[src/rtl/dmem_access_ctrl_pkg.sv]
// Shared definitions for the MEM-stage data-memory access controller:
// instruction ids of the memory ops, access size encodings, FSM states,
// the decoded-op payload and the decode/alignment helpers.
package dmem_access_ctrl_pkg;

   localparam int unsigned ID_W   = 6;
   localparam int unsigned ADDR_W = 32;
   localparam int unsigned DATA_W = 32;
   localparam int unsigned STRB_W = 4;
   localparam int unsigned CNT_W  = 8;

   // Instruction ids carried in the EX/MEM register (0 = bubble)
   localparam logic [ID_W-1:0] INSTR_LB  = 6'd3;
   localparam logic [ID_W-1:0] INSTR_LH  = 6'd4;
   localparam logic [ID_W-1:0] INSTR_LW  = 6'd5;
   localparam logic [ID_W-1:0] INSTR_LBU = 6'd6;
   localparam logic [ID_W-1:0] INSTR_LHU = 6'd7;
   localparam logic [ID_W-1:0] INSTR_SB  = 6'd8;
   localparam logic [ID_W-1:0] INSTR_SH  = 6'd9;
   localparam logic [ID_W-1:0] INSTR_SW  = 6'd10;

   typedef enum logic [1:0] {
      SIZE_B = 2'd0,
      SIZE_H = 2'd1,
      SIZE_W = 2'd2
   } size_e;

   typedef enum logic [1:0] {
      ST_IDLE = 2'd0,
      ST_REQ  = 2'd1,
      ST_WAIT = 2'd2,
      ST_DONE = 2'd3
   } state_e;

   typedef struct packed {
      logic  valid;
      logic  is_store;
      logic  sign;
      size_e size;
   } mem_op_t;

   // Map an instruction id onto the memory-op fields; non-memory ids give valid=0
   function automatic mem_op_t decode_op(input logic [ID_W-1:0] id);
      mem_op_t op;
      op = '{valid: 1'b0, is_store: 1'b0, sign: 1'b0, size: SIZE_W};
      case (id)
         INSTR_LB:  op = '{valid: 1'b1, is_store: 1'b0, sign: 1'b1, size: SIZE_B};
         INSTR_LH:  op = '{valid: 1'b1, is_store: 1'b0, sign: 1'b1, size: SIZE_H};
         INSTR_LW:  op = '{valid: 1'b1, is_store: 1'b0, sign: 1'b0, size: SIZE_W};
         INSTR_LBU: op = '{valid: 1'b1, is_store: 1'b0, sign: 1'b0, size: SIZE_B};
         INSTR_LHU: op = '{valid: 1'b1, is_store: 1'b0, sign: 1'b0, size: SIZE_H};
         INSTR_SB:  op = '{valid: 1'b1, is_store: 1'b1, sign: 1'b0, size: SIZE_B};
         INSTR_SH:  op = '{valid: 1'b1, is_store: 1'b1, sign: 1'b0, size: SIZE_H};
         INSTR_SW:  op = '{valid: 1'b1, is_store: 1'b1, sign: 1'b0, size: SIZE_W};
         default:   op = '{valid: 1'b0, is_store: 1'b0, sign: 1'b0, size: SIZE_W};
      endcase
      return op;
   endfunction

   // Half needs addr[0]=0, word needs addr[1:0]=0
   function automatic logic is_misaligned(input size_e size, input logic [1:0] lo);
      return ((size == SIZE_H) && lo[0]) || ((size == SIZE_W) && (lo != 2'b00));
   endfunction

endpackage

[src/rtl/dmem_lane_align.sv]
// Byte-lane steering for the data-memory bus (purely combinational).
// Store side: replicates byte/half store data across lanes and builds wstrb
//    (i_st_*: size, store flag, addr[1:0], data from the current decode).
// Load side: picks the addressed byte/half of the read word and sign- or
//    zero-extends it (i_ld_*: latched size, sign, addr[1:0]; i_rdata).
module dmem_lane_align
   import dmem_access_ctrl_pkg::*;
(
   input  size_e             i_st_size,
   input  logic              i_st_is_store,
   input  logic [1:0]        i_st_addr_lo,
   input  logic [DATA_W-1:0] i_store_data,
   output logic [DATA_W-1:0] o_wdata,
   output logic [STRB_W-1:0] o_wstrb,
   input  size_e             i_ld_size,
   input  logic              i_ld_sign,
   input  logic [1:0]        i_ld_addr_lo,
   input  logic [DATA_W-1:0] i_rdata,
   output logic [DATA_W-1:0] o_ld_data
);

   logic [DATA_W-1:0] w_shift;

   // Store lane replication and byte enables
   always_comb begin
      o_wdata = i_store_data;
      o_wstrb = 4'hF;
      case (i_st_size)
         SIZE_B: begin
            o_wdata = {4{i_store_data[7:0]}};
            o_wstrb = 4'b0001 << i_st_addr_lo;
         end
         SIZE_H: begin
            o_wdata = {2{i_store_data[15:0]}};
            o_wstrb = 4'b0011 << i_st_addr_lo;
         end
         default: begin
            o_wdata = i_store_data;
            o_wstrb = 4'hF;
         end
      endcase
      if (!i_st_is_store) begin
         o_wstrb = '0;
      end
   end

   // Move the addressed byte/half down to bit 0 before extension
   assign w_shift = i_rdata >> {i_ld_addr_lo, 3'b000};

   always_comb begin
      o_ld_data = w_shift;
      case (i_ld_size)
         SIZE_B:  o_ld_data = {{24{i_ld_sign & w_shift[7]}}, w_shift[7:0]};
         SIZE_H:  o_ld_data = {{16{i_ld_sign & w_shift[15]}}, w_shift[15:0]};
         default: o_ld_data = w_shift;
      endcase
   end

endmodule

[src/rtl/dmem_access_ctrl.sv]
// MEM-stage data-memory access controller. Decodes the op held in EX/MEM,
// runs one req/gnt/rvalid transaction, stalls the pipeline while it is
// outstanding and returns extended load data.
// Ports: clk, rst (async, active-high); i_instr_id/i_mem_addr/i_store_data
//    from EX/MEM; o_stall to EX/MEM and upstream; o_dmem_* / i_dmem_* bus;
//    o_load_data/o_load_valid to MEM/WB; o_misaligned_exc, o_bus_err pulses.
module dmem_access_ctrl
   import dmem_access_ctrl_pkg::*;
#(
   parameter int unsigned TIMEOUT_CYCLES = 255
) (
   input  logic              clk,
   input  logic              rst,
   input  logic [ID_W-1:0]   i_instr_id,
   input  logic [ADDR_W-1:0] i_mem_addr,
   input  logic [DATA_W-1:0] i_store_data,
   output logic              o_stall,
   output logic              o_dmem_req,
   output logic              o_dmem_we,
   output logic [ADDR_W-1:0] o_dmem_addr,
   output logic [DATA_W-1:0] o_dmem_wdata,
   output logic [STRB_W-1:0] o_dmem_wstrb,
   input  logic              i_dmem_gnt,
   input  logic              i_dmem_rvalid,
   input  logic [DATA_W-1:0] i_dmem_rdata,
   output logic [DATA_W-1:0] o_load_data,
   output logic              o_load_valid,
   output logic              o_misaligned_exc,
   output logic              o_bus_err
);

   state_e            r_state;
   state_e            w_next;
   logic [CNT_W-1:0]  r_cnt;
   logic [ADDR_W-1:0] r_dmem_addr;
   logic [1:0]        r_addr_lo;
   logic              r_we;
   logic              r_sign;
   size_e             r_size;
   logic [DATA_W-1:0] r_wdata;
   logic [STRB_W-1:0] r_wstrb;
   logic [DATA_W-1:0] r_load_data;
   logic              r_load_valid;

   mem_op_t           w_op;
   logic              w_misaligned;
   logic              w_aligned_op;
   logic              w_latch;
   logic              w_cnt_clr;
   logic              w_cnt_inc;
   logic              w_rd_capture;
   logic              w_timeout;
   logic              w_stall;
   logic              w_mis_exc;
   logic              w_at_limit;
   logic [DATA_W-1:0] w_lane_wdata;
   logic [STRB_W-1:0] w_lane_wstrb;
   logic [DATA_W-1:0] w_ld_ext;

   assign w_op         = decode_op(i_instr_id);
   assign w_misaligned = w_op.valid && is_misaligned(w_op.size, i_mem_addr[1:0]);
   assign w_aligned_op = w_op.valid && !w_misaligned;
   assign w_at_limit   = (r_cnt == CNT_W'(TIMEOUT_CYCLES));

   dmem_lane_align u_lane (
      .i_st_size     (w_op.size),
      .i_st_is_store (w_op.is_store),
      .i_st_addr_lo  (i_mem_addr[1:0]),
      .i_store_data  (i_store_data),
      .o_wdata       (w_lane_wdata),
      .o_wstrb       (w_lane_wstrb),
      .i_ld_size     (r_size),
      .i_ld_sign     (r_sign),
      .i_ld_addr_lo  (r_addr_lo),
      .i_rdata       (i_dmem_rdata),
      .o_ld_data     (w_ld_ext)
   );

   // State register
   always_ff @(posedge clk or posedge rst) begin
      if (rst) begin
         r_state <= ST_IDLE;
      end else begin
         r_state <= w_next;
      end
   end

   // Next state and per-cycle controls; grant/rvalid win over a same-cycle timeout
   always_comb begin
      w_next       = r_state;
      w_latch      = 1'b0;
      w_cnt_clr    = 1'b0;
      w_cnt_inc    = 1'b0;
      w_rd_capture = 1'b0;
      w_timeout    = 1'b0;
      w_stall      = 1'b0;
      w_mis_exc    = 1'b0;
      case (r_state)
         ST_IDLE: begin
            if (w_aligned_op) begin
               w_stall   = 1'b1;
               w_latch   = 1'b1;
               w_cnt_clr = 1'b1;
               w_next    = ST_REQ;
            end else if (w_op.valid) begin
               w_mis_exc = 1'b1;
            end
         end
         ST_REQ: begin
            w_stall = 1'b1;
            if (i_dmem_gnt) begin
               w_next = r_we ? ST_DONE : ST_WAIT;
            end else if (w_at_limit) begin
               w_timeout = 1'b1;
               w_next    = ST_DONE;
            end else begin
               w_cnt_inc = 1'b1;
            end
         end
         ST_WAIT: begin
            w_stall = 1'b1;
            if (i_dmem_rvalid) begin
               w_rd_capture = 1'b1;
               w_next       = ST_DONE;
            end else if (w_at_limit) begin
               w_timeout = 1'b1;
               w_next    = ST_DONE;
            end else begin
               w_cnt_inc = 1'b1;
            end
         end
         ST_DONE: begin
            w_next = ST_IDLE;
         end
         default: begin
            w_next = ST_IDLE;
         end
      endcase
   end

   // Latched access fields, timeout counter and load result
   always_ff @(posedge clk or posedge rst) begin
      if (rst) begin
         r_cnt        <= '0;
         r_dmem_addr  <= '0;
         r_addr_lo    <= '0;
         r_we         <= 1'b0;
         r_sign       <= 1'b0;
         r_size       <= SIZE_W;
         r_wdata      <= '0;
         r_wstrb      <= '0;
         r_load_data  <= '0;
         r_load_valid <= 1'b0;
      end else begin
         r_load_valid <= w_rd_capture;
         if (w_cnt_clr) begin
            r_cnt <= '0;
         end else if (w_cnt_inc) begin
            r_cnt <= r_cnt + CNT_W'(1);
         end
         if (w_latch) begin
            r_dmem_addr <= {i_mem_addr[ADDR_W-1:2], 2'b00};
            r_addr_lo   <= i_mem_addr[1:0];
            r_we        <= w_op.is_store;
            r_sign      <= w_op.sign;
            r_size      <= w_op.size;
            r_wdata     <= w_lane_wdata;
            r_wstrb     <= w_lane_wstrb;
         end
         if (w_rd_capture) begin
            r_load_data <= w_ld_ext;
         end else if (w_timeout) begin
            r_load_data <= '0;
         end
      end
   end

   // Pipeline-facing pulses are forced low while reset is held
   assign o_stall          = w_stall && !rst;
   assign o_misaligned_exc = w_mis_exc && !rst;
   assign o_bus_err        = w_timeout;
   assign o_dmem_req       = (r_state == ST_REQ);
   assign o_dmem_we        = r_we;
   assign o_dmem_addr      = r_dmem_addr;
   assign o_dmem_wdata     = r_wdata;
   assign o_dmem_wstrb     = r_wstrb;
   assign o_load_data      = r_load_data;
   assign o_load_valid     = r_load_valid;

endmodule

[config.mk]
export PLATFORM = sky130hd
export DESIGN_NAME = dmem_access_ctrl
export DESIGN_NICKNAME = d
export VERILOG_FILES = /design/src/rtl/dmem_access_ctrl_pkg.sv /design/src/rtl/dmem_lane_align.sv /design/src/rtl/dmem_access_ctrl.sv
export SDC_FILE = /design/constraint.sdc
export NUM_CORES = 1
export LEC_CHECK = 0
export CORE_ASPECT_RATIO = 0.6
export CORE_MARGIN = 2
export CORE_UTILIZATION = 25
export CTS_CLUSTER_SIZE = 8
export DETAILED_ROUTE_END_ITERATION = 10
export GPL_ROUTABILITY_DRIVEN = 0
export REMOVE_ABC_BUFFERS = 1
export SYNTH_ARGS = -nofsm -noshare
export SYNTH_HDL_FRONTEND = slang
export SYNTH_SLANG_ARGS = --single-unit
[constraint.sdc]
create_clock -name clk -period 4.3 [get_ports clk]
set_input_delay 0.86 -clock clk [delete_from_list [all_inputs] [get_ports clk]]
set_output_delay 0.86 -clock clk [all_outputs]
set_load 0.03 [all_outputs]
# [Word level (Yosys, flattened, before mapping)]
# Memory sizes are Yosys's and may differ from the RTL's.
# Cells that the tools add are included.
# Widths: inputs -> output; s select.
[classes] add_sub_neg=1 multipliers=0 n_div=0 order_cmp=0 n_eq_ne=8 n_shift=3 mux=31 bitwise=2 n_reduce_logical=17
[op_table] cell="$pmux 32 s2" n=2
[op_table] cell="$mux 32" n=2
[op_table] cell="$shr 32x5->32" n=1
[op_table] cell="$mux 8" n=2
[op_table] cell="$mux 1" n=14
[op_table] cell="$add 8x1->8 const B" n=1
[op_table] cell="$eq 8x8->1 const B" n=1
[op_table] cell="$logic_not 2->1" n=4
[op_table] cell="$mux 2" n=4
[op_table] cell="$pmux 2 s4" n=1
[op_table] cell="$pmux 4 s2" n=1
[op_table] cell="$eq 2x1->1 const B" n=3
[op_table] cell="$eq 2x2->1 const B" n=3
[op_table] cell="$logic_and 1x1->1" n=6
[op_table] cell="$pmux 1 s2" n=3
[op_table] cell="$reduce_bool 2->1" n=3
[op_table] cell="$mux 5" n=1
[op_table] cell="$mux 4" n=1
[op_table] cell="$shl 1x2->4 const A" n=1
[op_table] cell="$shl 2x2->4 const A" n=1
[op_table] cell="$and 1x1->1" n=2
[op_table] cell="$logic_not 1->1" n=2
[op_table] cell="$ne 2x2->1 const B" n=1
[op_table] cell="$reduce_or 2->1" n=1
[op_table] cell="$logic_or 1x1->1" n=1
[word_totals] register_bits=115 latchBits=0 ramBits=0 romBits=80 input_bits=106 out_inout_bits=106 wordCells=74 memories=1
[memory_table] name="(name not given)" words=16 word_bits=5 rd=1 rd_clocked_by_memory_dff=0 write_ports=0 line_no="dmem_access_ctrl_pkg.sv:46" text="case (id)"

# [Depth between registers and ports, before layout]
# Gate-level depths: netlist of the first run.
[depth] word_depth=11 depth_mapped=8 mapped_depth_nobuf=7

# [Hierarchy]
# A second synthesis of the first run with hierarchy kept.
[unflattened] cells_unflattened=516 hier_area_um2=6065.8
[modules_own_cells] mod="dmem_access_ctrl" n_inst=1 cells_each=347 area_each_um2=4782.1 seq_area_each_um2=2879.0
[modules_own_cells] mod="dmem_lane_align" n_inst=1 cells_each=169 area_each_um2=1283.7 seq_area_each_um2=0.0

# [Least setup slack after synthesis of the first run]
# No wires, ideal clock.
[synth_path] kind="input-to-output" startpoint="input port i_instr_id[0]" endpoint="output port o_stall" arrival_time_ns=2.839 t_required_ns=3.440 setup_slack_ns=0.601 stages=8 path_buffers=1 cell_sequence="inv_1 > ha_1 > nor3b_1 > o21a_1 > xnor2_1 > a211oi_2 > clkbuf_1 > o21a_1"
[synth_between] elab_chain_cells=11 elab_cells_between_ends=13 classes_between="2 x eq/ne; 3 x mux; 7 x reduce/logical; 1 x memory"
[synth_rtl] element="start: declaration" line_no="dmem_access_ctrl.sv:14" text="input logic [ID_W-1:0] i_instr_id,"
[synth_rtl] element="$mem_v2 16x5 (*)"
[synth_rtl] element="$mux 5 (*)" line_no="dmem_access_ctrl_pkg.sv:46"
[synth_rtl] element="$eq 2x1->1 or $eq 2x2->1 (tied branches)" line_no="dmem_access_ctrl_pkg.sv:62" text="return ((size == SIZE_H) && lo[0]) || ((size == SIZE_W) && (lo != 2'b00));"
[synth_rtl] element="$logic_and 1x1->1" line_no="dmem_access_ctrl_pkg.sv:62"
[synth_rtl] element="$logic_or 1x1->1" line_no="dmem_access_ctrl_pkg.sv:62"
[synth_rtl] element="$logic_and 1x1->1" line_no="dmem_access_ctrl.sv:61" text="assign w_misaligned = w_op.valid && is_misaligned(w_op.size, i_mem_addr[1:0]);"
[synth_rtl] element="$logic_not 1->1" line_no="dmem_access_ctrl.sv:62" text="assign w_aligned_op = w_op.valid && !w_misaligned;"
[synth_rtl] element="$logic_and 1x1->1 (*)" line_no="dmem_access_ctrl.sv:62"
[synth_rtl] element="$mux 1 (*)" line_no="dmem_access_ctrl.sv:100" text="if (w_aligned_op) begin"
[synth_rtl] element="$pmux 1 s2 (*)" line_no="dmem_access_ctrl.sv:98" text="case (r_state)"
[synth_rtl] element="$logic_and 1x1->1 (*)" line_no="dmem_access_ctrl.sv:179" text="assign o_stall = w_stall && !rst;"
[synth_rtl] element="end: declaration" line_no="dmem_access_ctrl.sv:17" text="output logic o_stall,"
# Every way passes the cells marked *; elsewhere a longest branch is shown, timed or not.

# [Final worst setup path of the first run]
# Ends and elaborated chain as after synthesis.

==> results by group, run 1 <==
Cells and area
  – Share of cells above drive strength 1: 17.3%
  – Final Util: 39.3%
  – Fill cells: 2221
  – Layout Nets: 827
  – Antenna diodes: 0
  – Area Growth Syn to Fin: 52.4%
  – Area of the multi-input gates: 2690 um2
  – Reg area: 2880 um2

Placement
  – Buffers on Ports: 209
  – Final HPWL DP: 12500 um
  – Pre-CTS setup slack: 0.374 ns

Critical path
  – Critical path launch point: i_instr_id[0]
  – Worst-case reg-to-reg path depth: 7
  – Critical path endpoint category: primary output
  – Slowest CP cell: clkdlybuf4s50_1
  – Worst path top cell family by delay: buffers and inverters
  – CP Max Fanout: 5
  – Max stage delay on crit path: 0.55 ns
  – Worst setup SP type: primary input
  – CP Buf/Inv Count: 3
  – Setup CP Type: primary input to primary output
  – WP data arrival: 3.10 ns
  – Worst path most repeated cell: o21a_1
  – Worst path required time: 3.44 ns
  – Crit-path cells: clkdlybuf4s50_1 -> inv_1 -> ha_1 -> nor3b_1 -> o21a_1 -> xnor2_1 -> a211oi_4 -> o21a_1 -> buf_4
  – Critical R2R Capture: o_load_data[21]$_DFFE_PP0P_
  – Flop-to-flop setup slack: 1.73 ns
  – Crit path depth: 9
  – R2R Path Start: r_state[0]$_DFFE_PP0P_

Yosys
  – Top-count cell post-synth: dfrtp_1
  – Synthesized cell area: 5740 um2
  – Synth Warn #: 0
  – Post-synth EDFFs: 0
  – Ys async rst share: 100%
  – Syn Area/Cell: 11.3 um2
  – Area leader, netlist: dfrtp_1
  – Number of synthesized register bits: 115
  – Synth top cells by count: dfrtp_1 (114), mux2_2 (71), nand2_1 (57)
  – Post-Syn Instances: 507
  – Register area share after synthesis: 50.2%
  – Share of the synthesized area in the top cell type: 49.7%
  – Synth area leaders: dfrtp_1 (50%), mux2_2 (14%), mux2i_1 (4.2%)
  – Primary FF master, synth: dfrtp_1
  – Yosys cell types: 50

GRT
  – Initial antenna violation count: 1
  – Layer with the highest usage: met1
  – Largest net degree at the start of global routing: 72
  – GRT overflow: 0
  – Number of global-route vias before repair: 4717
  – Met1 Use GR: 21.1%
  – Total GRT Usage: 15.2%
  – Global-route wire length before repair: 27700 um
  – Met3 usage: 7.67%
  – Met2 Use GR: 20.5%

STA
  – Final Hold Vio Count: 0
  – Achievable frequency: 253 MHz
  – Slew Viols, Final: 0
  – Worst slew pin tran: 0.863 ns
  – Final WS setup: 0.342 ns
  – Tmin final: 3.96 ns
  – Clock Skew: 0.0132 ns
  – Final Setup Violations: 0
  – Worst slew margin: 42.1%
  – RSZ-0062 raised after global routing: no
  – Post-route clock period utilization: 92.0%

Clock tree
  – Postcts setup bufs: 0
  – CTS tree: yes
  – Root Driver: clkbuf_16
  – CTS max path bufs: 2
  – CTS resizes: 0
  – Worst-Skew Late Latency: 0.44 ns
  – CTS Buf Count: 17
  – Hold_buf cts: 0
  – CTS H-tree lvls: 4
  – Sink Count: 115
  – Clock-pin transition on the worst setup and hold timing paths: 0.06 ns

Power
  – Max rail drop VDD: 0.356 mV
  – Leakage power: 3.74 nW
  – PD cells: 656 nW/um2
  – Power consumption: 0.00574 W

Drt
  – Initial DRC Count: 211
  – Initial DRT Pass Iterations: 5
  – Post-DRT Antenna Nets: 0
  – Via/cell ratio: 4.60
  – DRC: 0
  – DRT Wirelength: 17800 um
  – Drt wl/cell: 17.3 um
  – Via Count: 4749

Floorplan
  – Width of the die: 200 um
  – IO Pins: 212
  – Std cell rows: 42
  – Die height: 121 um
  – Initial Util: 25.8%
  – CORE AREA: 22300 um2
  – Area of the die: 24200 um2

Min path
  – Worst Hold Depth: 1
  – Critical hold path startpoint: o_dmem_wdata[15]$_DFFE_PP0P_
  – Worst min path class: register to register
  – Hold Path Sink: o_dmem_wdata[15]$_DFFE_PP0P_

Job
  – Max-cap violations: 0

Run status
  – Status: finished clean
cells by family (layout without fill, tap and decap cells):
logic type	count (synthesis)	in the layout	synth area share, %
and+or+nand+nor	120	120	9.50
DFF	115	115	50.2
muxes	110	110	21.1
AOI/OAI and AO/OA	99	99	12.7
buffers and inverters	44	260	3.16
adders and majority gates	10	10	2.18
xor gates and xnor gates	8	8	1.22
other	1	2	0.0653
through the flow:
stage | cells | hold slack [ns] | setup TNS (ns) | instance area, um2
finish | 1032 | 0.484 | 0 | 8750
CTS | 1032 | 0.488 | 0 | 8750
floorplan | 474 | 0.495 | -108.64 | 5600
detailed placement | 1000 | 0.474 | 0 | 8180
global placement | 1000 | 0.468 | 0 | 8180
global route | 1032 | 0.509 | 0 | 8750
registers in the layout, indices dropped and copies added (netlist names):
name          count
o_dmem_wstrb      4
o_dmem_wdata     32
o_load_valid      1
r_sign            1
r_size            2
r_addr_lo         2
r_cnt             8
r_state           2
o_dmem_we         1
o_dmem_addr      30
o_load_data      32
worst max-delay path by stage:
stage                     endpoint
after CTS                  o_stall
after floorplan            o_stall
after detailed placement   o_stall
after global routing       o_stall
final                      o_stall
after global placement     o_stall
cell type report:
type / count / share of cell area, %
Sequential cell: 115 / 32.9
Multi-Input combinational cell: 349 / 30.8
Timing Repair Buffer: 218 / 24.9
Clock buffer: 18 / 4.91
Tap cell: 308 / 4.41
Clock inverter: 14 / 1.60
Inverter: 10 / 0.458
placed cells by master, fill, tap and decap left out, types with 2 or more instances in the layout:
| cell type | Yosys | layout |
|---|---|---|
| nor2_1 | 27 | 26 |
| a21oi_1 | 16 | 16 |
| o21ai_0 | 22 | 22 |
| ha_1 | 10 | 10 |
| xnor2_1 | 3 | 3 |
| buf_4 | 2 | 9 |
| o2bb2ai_1 | 8 | 8 |
| a22o_1 | 16 | 16 |
| a32o_1 | 7 | 7 |
| nand2_1 | 57 | 57 |
| mux2i_1 | 24 | 24 |
| nand4_1 | 4 | 4 |
| clkbuf_16 | 0 | 17 |
| nor2b_1 | 10 | 10 |
| nor3_1 | 2 | 2 |
| inv_1 | 9 | 8 |
| a31oi_1 | 9 | 9 |
| nand3_1 | 2 | 2 |
| and3_1 | 3 | 3 |
| a211o_1 | 8 | 8 |
| nor4_1 | 2 | 2 |
| buf_12 | 0 | 2 |
| o211ai_1 | 2 | 2 |
| xor2_1 | 5 | 5 |
| nand2b_1 | 3 | 3 |
| clkinv_2 | 0 | 5 |
| dfrtp_1 | 114 | 114 |
| mux2_2 | 71 | 71 |
| or2_2 | 4 | 4 |
| clkdlybuf4s50_1 | 0 | 207 |
| mux2_1 | 15 | 15 |
| clkinv_4 | 0 | 2 |
| conb_1 | 1 | 2 |
| o21a_1 | 2 | 2 |
| clkinvlp_4 | 0 | 5 |
| bufinv_16 | 0 | 2 |
worst register-to-register path, stage by stage, from the launching register on:
cell	delay, ns
dfrtp_1	0.40
inv_1	0.12
ha_1	0.24
nand2_1	0.36
inv_2	0.25
nor2_2	0.58
buf_4	0.37
a22o_1	0.18
routing by layer:
metal | wire length (um) | vias up
met1 | 8610 | 2323
met2 | 7180 | 172
met3 | 1850 | 19
li1 | - | 2233
met4 | 204 | 2
met5 | 13 | -
power breakdown:
part	total, W	switching (W)	internal, W	leakage, nW
clock network	0.00140	0.000550	0.000846	0.267
registers	0.00173	0.000258	0.00147	1.49
logic	0.00261	0.00144	0.00117	1.98
total	0.00574	0.00225	0.00349	3.74
No activity file was read; power rests on OpenSTA's default activity.
==> run 2: changes to the inputs <==
- SLEW_MARGIN: not set -> 20
==> results of run 2 <==
The final DEF is identical to that of run 1; final timing and power are the same.
==> run 3: changes to the inputs <==
--- a/config.mk
+++ b/config.mk
@@ -7,5 +7,4 @@
 export LEC_CHECK = 0
 export CORE_ASPECT_RATIO = 0.6
-export CORE_MARGIN = 2
 export CORE_UTILIZATION = 25
 export CTS_CLUSTER_SIZE = 8
@@ -16,3 +15,4 @@
 export SYNTH_ARGS = -nofsm -noshare
 export SYNTH_HDL_FRONTEND = slang
+export SYNTH_HIERARCHICAL = 1
 export SYNTH_SLANG_ARGS = --single-unit
==> constraint.sdc (replaced) <==
create_clock -name clk -period 4.3 [get_ports clk]
set_input_delay 0.645 -clock clk [delete_from_list [all_inputs] [get_ports clk]]
set_output_delay 0.645 -clock clk [all_outputs]
set_load 0.03 [all_outputs]
==> results by group, run 3 <==
Floorplan
  – CORE AREA: 23500 um2
  – IO Pins: 212
  – Std cell rows: 43
  – Area of the die: 24900 um2
  – Width of the die: 203 um
  – Die height: 123 um
  – Initial Util: 25.9%

Critical path
  – Max stage delay on crit path: 0.59 ns
  – Crit path depth: 9
  – Setup CP Type: primary input to primary output
  – WP data arrival: 3.29 ns
  – CP Max Fanout: 10
  – Slowest CP cell: clkdlybuf4s50_1
  – Worst path required time: 3.65 ns
  – Crit-path cells: clkdlybuf4s50_1 -> inv_1 -> ha_1 -> or3b_1 -> a21boi_2 -> xnor2_1 -> a211oi_4 -> o21a_1 -> buf_4
  – Critical path endpoint category: primary output
  – Worst-case reg-to-reg path depth: 6
  – Worst setup SP type: primary input
  – Worst path top cell family by delay: compound AO/OA/AOI/OAI gates
  – CP Buf/Inv Count: 3

Clock tree
  – Hold_buf cts: 0
  – Sink Count: 115
  – CTS Buf Count: 17
  – Clock-pin transition on the worst setup and hold timing paths: 0.06 ns
  – Worst-Skew Late Latency: 0.42 ns
  – Root Driver: clkbuf_16
  – CTS max path bufs: 2
  – CTS tree: yes
  – CTS H-tree lvls: 4
  – Postcts setup bufs: 0
  – CTS resizes: 0

Min path
  – Worst min path class: register to register
  – Worst Hold Depth: 1

STA
  – RSZ-0062 raised after global routing: no
  – Clock Skew: 0.0116 ns
  – Post-route clock period utilization: 91.5%
  – Worst slew pin tran: 0.796 ns
  – Final Setup Violations: 0
  – Achievable frequency: 254 MHz
  – Worst slew margin: 47.0%
  – Final WS setup: 0.366 ns
  – Slew Viols, Final: 0
  – Tmin final: 3.93 ns
  – Final Hold Vio Count: 0

Yosys
  – Post-synth EDFFs: 0
  – Area leader, netlist: dfrtp_1
  – Primary FF master, synth: dfrtp_1
  – Number of synthesized register bits: 115
  – Top-count cell post-synth: dfrtp_1
  – Share of the synthesized area in the top cell type: 47.0%
  – Post-Syn Instances: 516
  – Yosys cell types: 60
  – Register area share after synthesis: 47.5%
  – Syn Area/Cell: 11.8 um2
  – Synth top cells by count: dfrtp_1 (114), mux2_1 (69), a22o_1 (33)
  – Synth Warn #: 6
  – Ys async rst share: 100%
  – Synthesized cell area: 6070 um2
  – Synth area leaders: dfrtp_1 (47%), mux2_1 (13%), a22o_1 (4.8%)

Placement
  – Placed Instance Area: 8380 um2
  – Buffers on Ports: 209
  – Final HPWL DP: 12900 um
  – Pre-CTS setup slack: 0.357 ns

Drt
  – Via/cell ratio: 4.55
  – Post-DRT Antenna Nets: 0
  – DRT Wirelength: 18000 um
  – Initial DRC Count: 240
  – Drt wl/cell: 17.3 um
  – DRC: 0
  – Via Count: 4726
  – Initial DRT Pass Iterations: 4

Power
  – Leakage power: 3.77 nW
  – Max rail drop VDD: 0.284 mV
  – Power consumption: 0.00584 W
  – PD cells: 652 nW/um2

Cells and area
  – Finished Cell Area: 8960 um2
  – Most frequent cells in the layout: clkdlybuf4s50_1 (207), dfrtp_1 (114), mux2_1 (69)
  – Commonest non-fill, non-tap cell in the layout: clkdlybuf4s50_1
  – Area Growth Syn to Fin: 47.8%
  – Antenna diodes: 0
  – Layout Nets: 826
  – Share of cells above drive strength 1: 10.8%
  – Fill cells: 2328

Job
  – Max-cap violations: 0

GRT
  – Total GRT Usage: 15.2%
  – Global-route wire length before repair: 28600 um
  – Number of global-route vias before repair: 4900
  – GRT overflow: 0
  – Initial antenna violation count: 0
  – Largest net degree at the start of global routing: 77

Run status
  – Status: finished clean
run 3: cell count changes in the layout (fill, tap and decap cells not counted), moves of 8 or more:
cell / before / now
o22ai_1: 0 / 8
a21boi_0: 0 / 8
a22o_1: 16 / 33
a211o_1: 8 / 0
nand2_1: 57 / 16
mux2_1: 15 / 69
mux2_2: 71 / 16
a31oi_1: 9 / 0
run 3: cells by family (layout without fill, tap and decap cells):
| group | Yosys count | count (layout) | synth area share, % |
|---|---|---|---|
| buffers and inverters | 50 | 257 | 4.89 |
| and+or+nand+nor | 96 | 96 | 8.27 |
| xor gates and xnor gates | 9 | 9 | 1.30 |
| muxes | 115 | 115 | 20.9 |
| adders and majority gates | 9 | 9 | 1.86 |
| AOI/OAI and AO/OA | 121 | 121 | 15.3 |
| DFF | 115 | 115 | 47.5 |
| other | 1 | 2 | 0.0618 |
run 3: layout make-up:
| type | instances | area (um2) | share of cell area (%) |
|---|---|---|---|
| Multi-Input combinational cell | 352 | 2900 | 32.4 |
| Sequential cell | 115 | 2880 | 32.1 |
| Timing Repair Buffer | 217 | 2170 | 24.2 |
| Clock buffer | 17 | 425 | 4.75 |
| Tap cell | 315 | 394 | 4.40 |
| Clock inverter | 15 | 158 | 1.76 |
| Inverter | 8 | 32.5 | 0.363 |
run 3: worst paths after layout:
| path | slack [ns] | start | end |
|---|---|---|---|
| setup / recovery | 0.37 | i_instr_id[1] | o_stall |
| hold / removal | 0.48 | o_dmem_addr[30]$_DFFE_PP0N_ | o_dmem_addr[30]$_DFFE_PP0N_ |
| setup reg to reg | 1.88 | r_state[0]$_DFFE_PP0P_ | o_dmem_addr[24]$_DFFE_PP0N_ |
| hold reg to reg | 0.48 | o_dmem_addr[30]$_DFFE_PP0N_ | o_dmem_addr[30]$_DFFE_PP0N_ |
| max in group asynchronous | 2.71 | rst | r_size[1]$_DFFE_PP1N_ |
| min in group asynchronous | 0.78 | rst | o_dmem_wstrb[3]$_DFFE_PP0N_ |
run 3: power breakdown:
| part | switching (W) | total (W) | internal [W] |
|---|---|---|---|
| Clock | 0.000556 | 0.00141 | 0.000856 |
| Combinational | 0.00149 | 0.00267 | 0.00118 |
| Sequential | 0.000267 | 0.00176 | 0.00150 |
| Total | 0.00232 | 0.00584 | 0.00353 |
run 3: per-stage QoR:
stage,hold WS [ns],std cells,utilization [%],setup TNS (ns)
final,0.483,1039,38.2,0
after global routing,0.502,1039,38.2,0
after CTS,0.487,1039,38.2,0
after detailed placement,0.474,1007,35.7,0
after global placement,0.466,1007,35.7,0
after floorplan,0.497,475,-,-125.54
run 3: metal layers:
metal  global-route usage (%)  vias up  part of all wire [%]
met1                     20.6     2272                    47
met2                     21.6      166                    41
li1                         -     2278                     -
met5                        0        -                     0
met3                     7.25       10                    11
met4                     3.62        0                  0.63
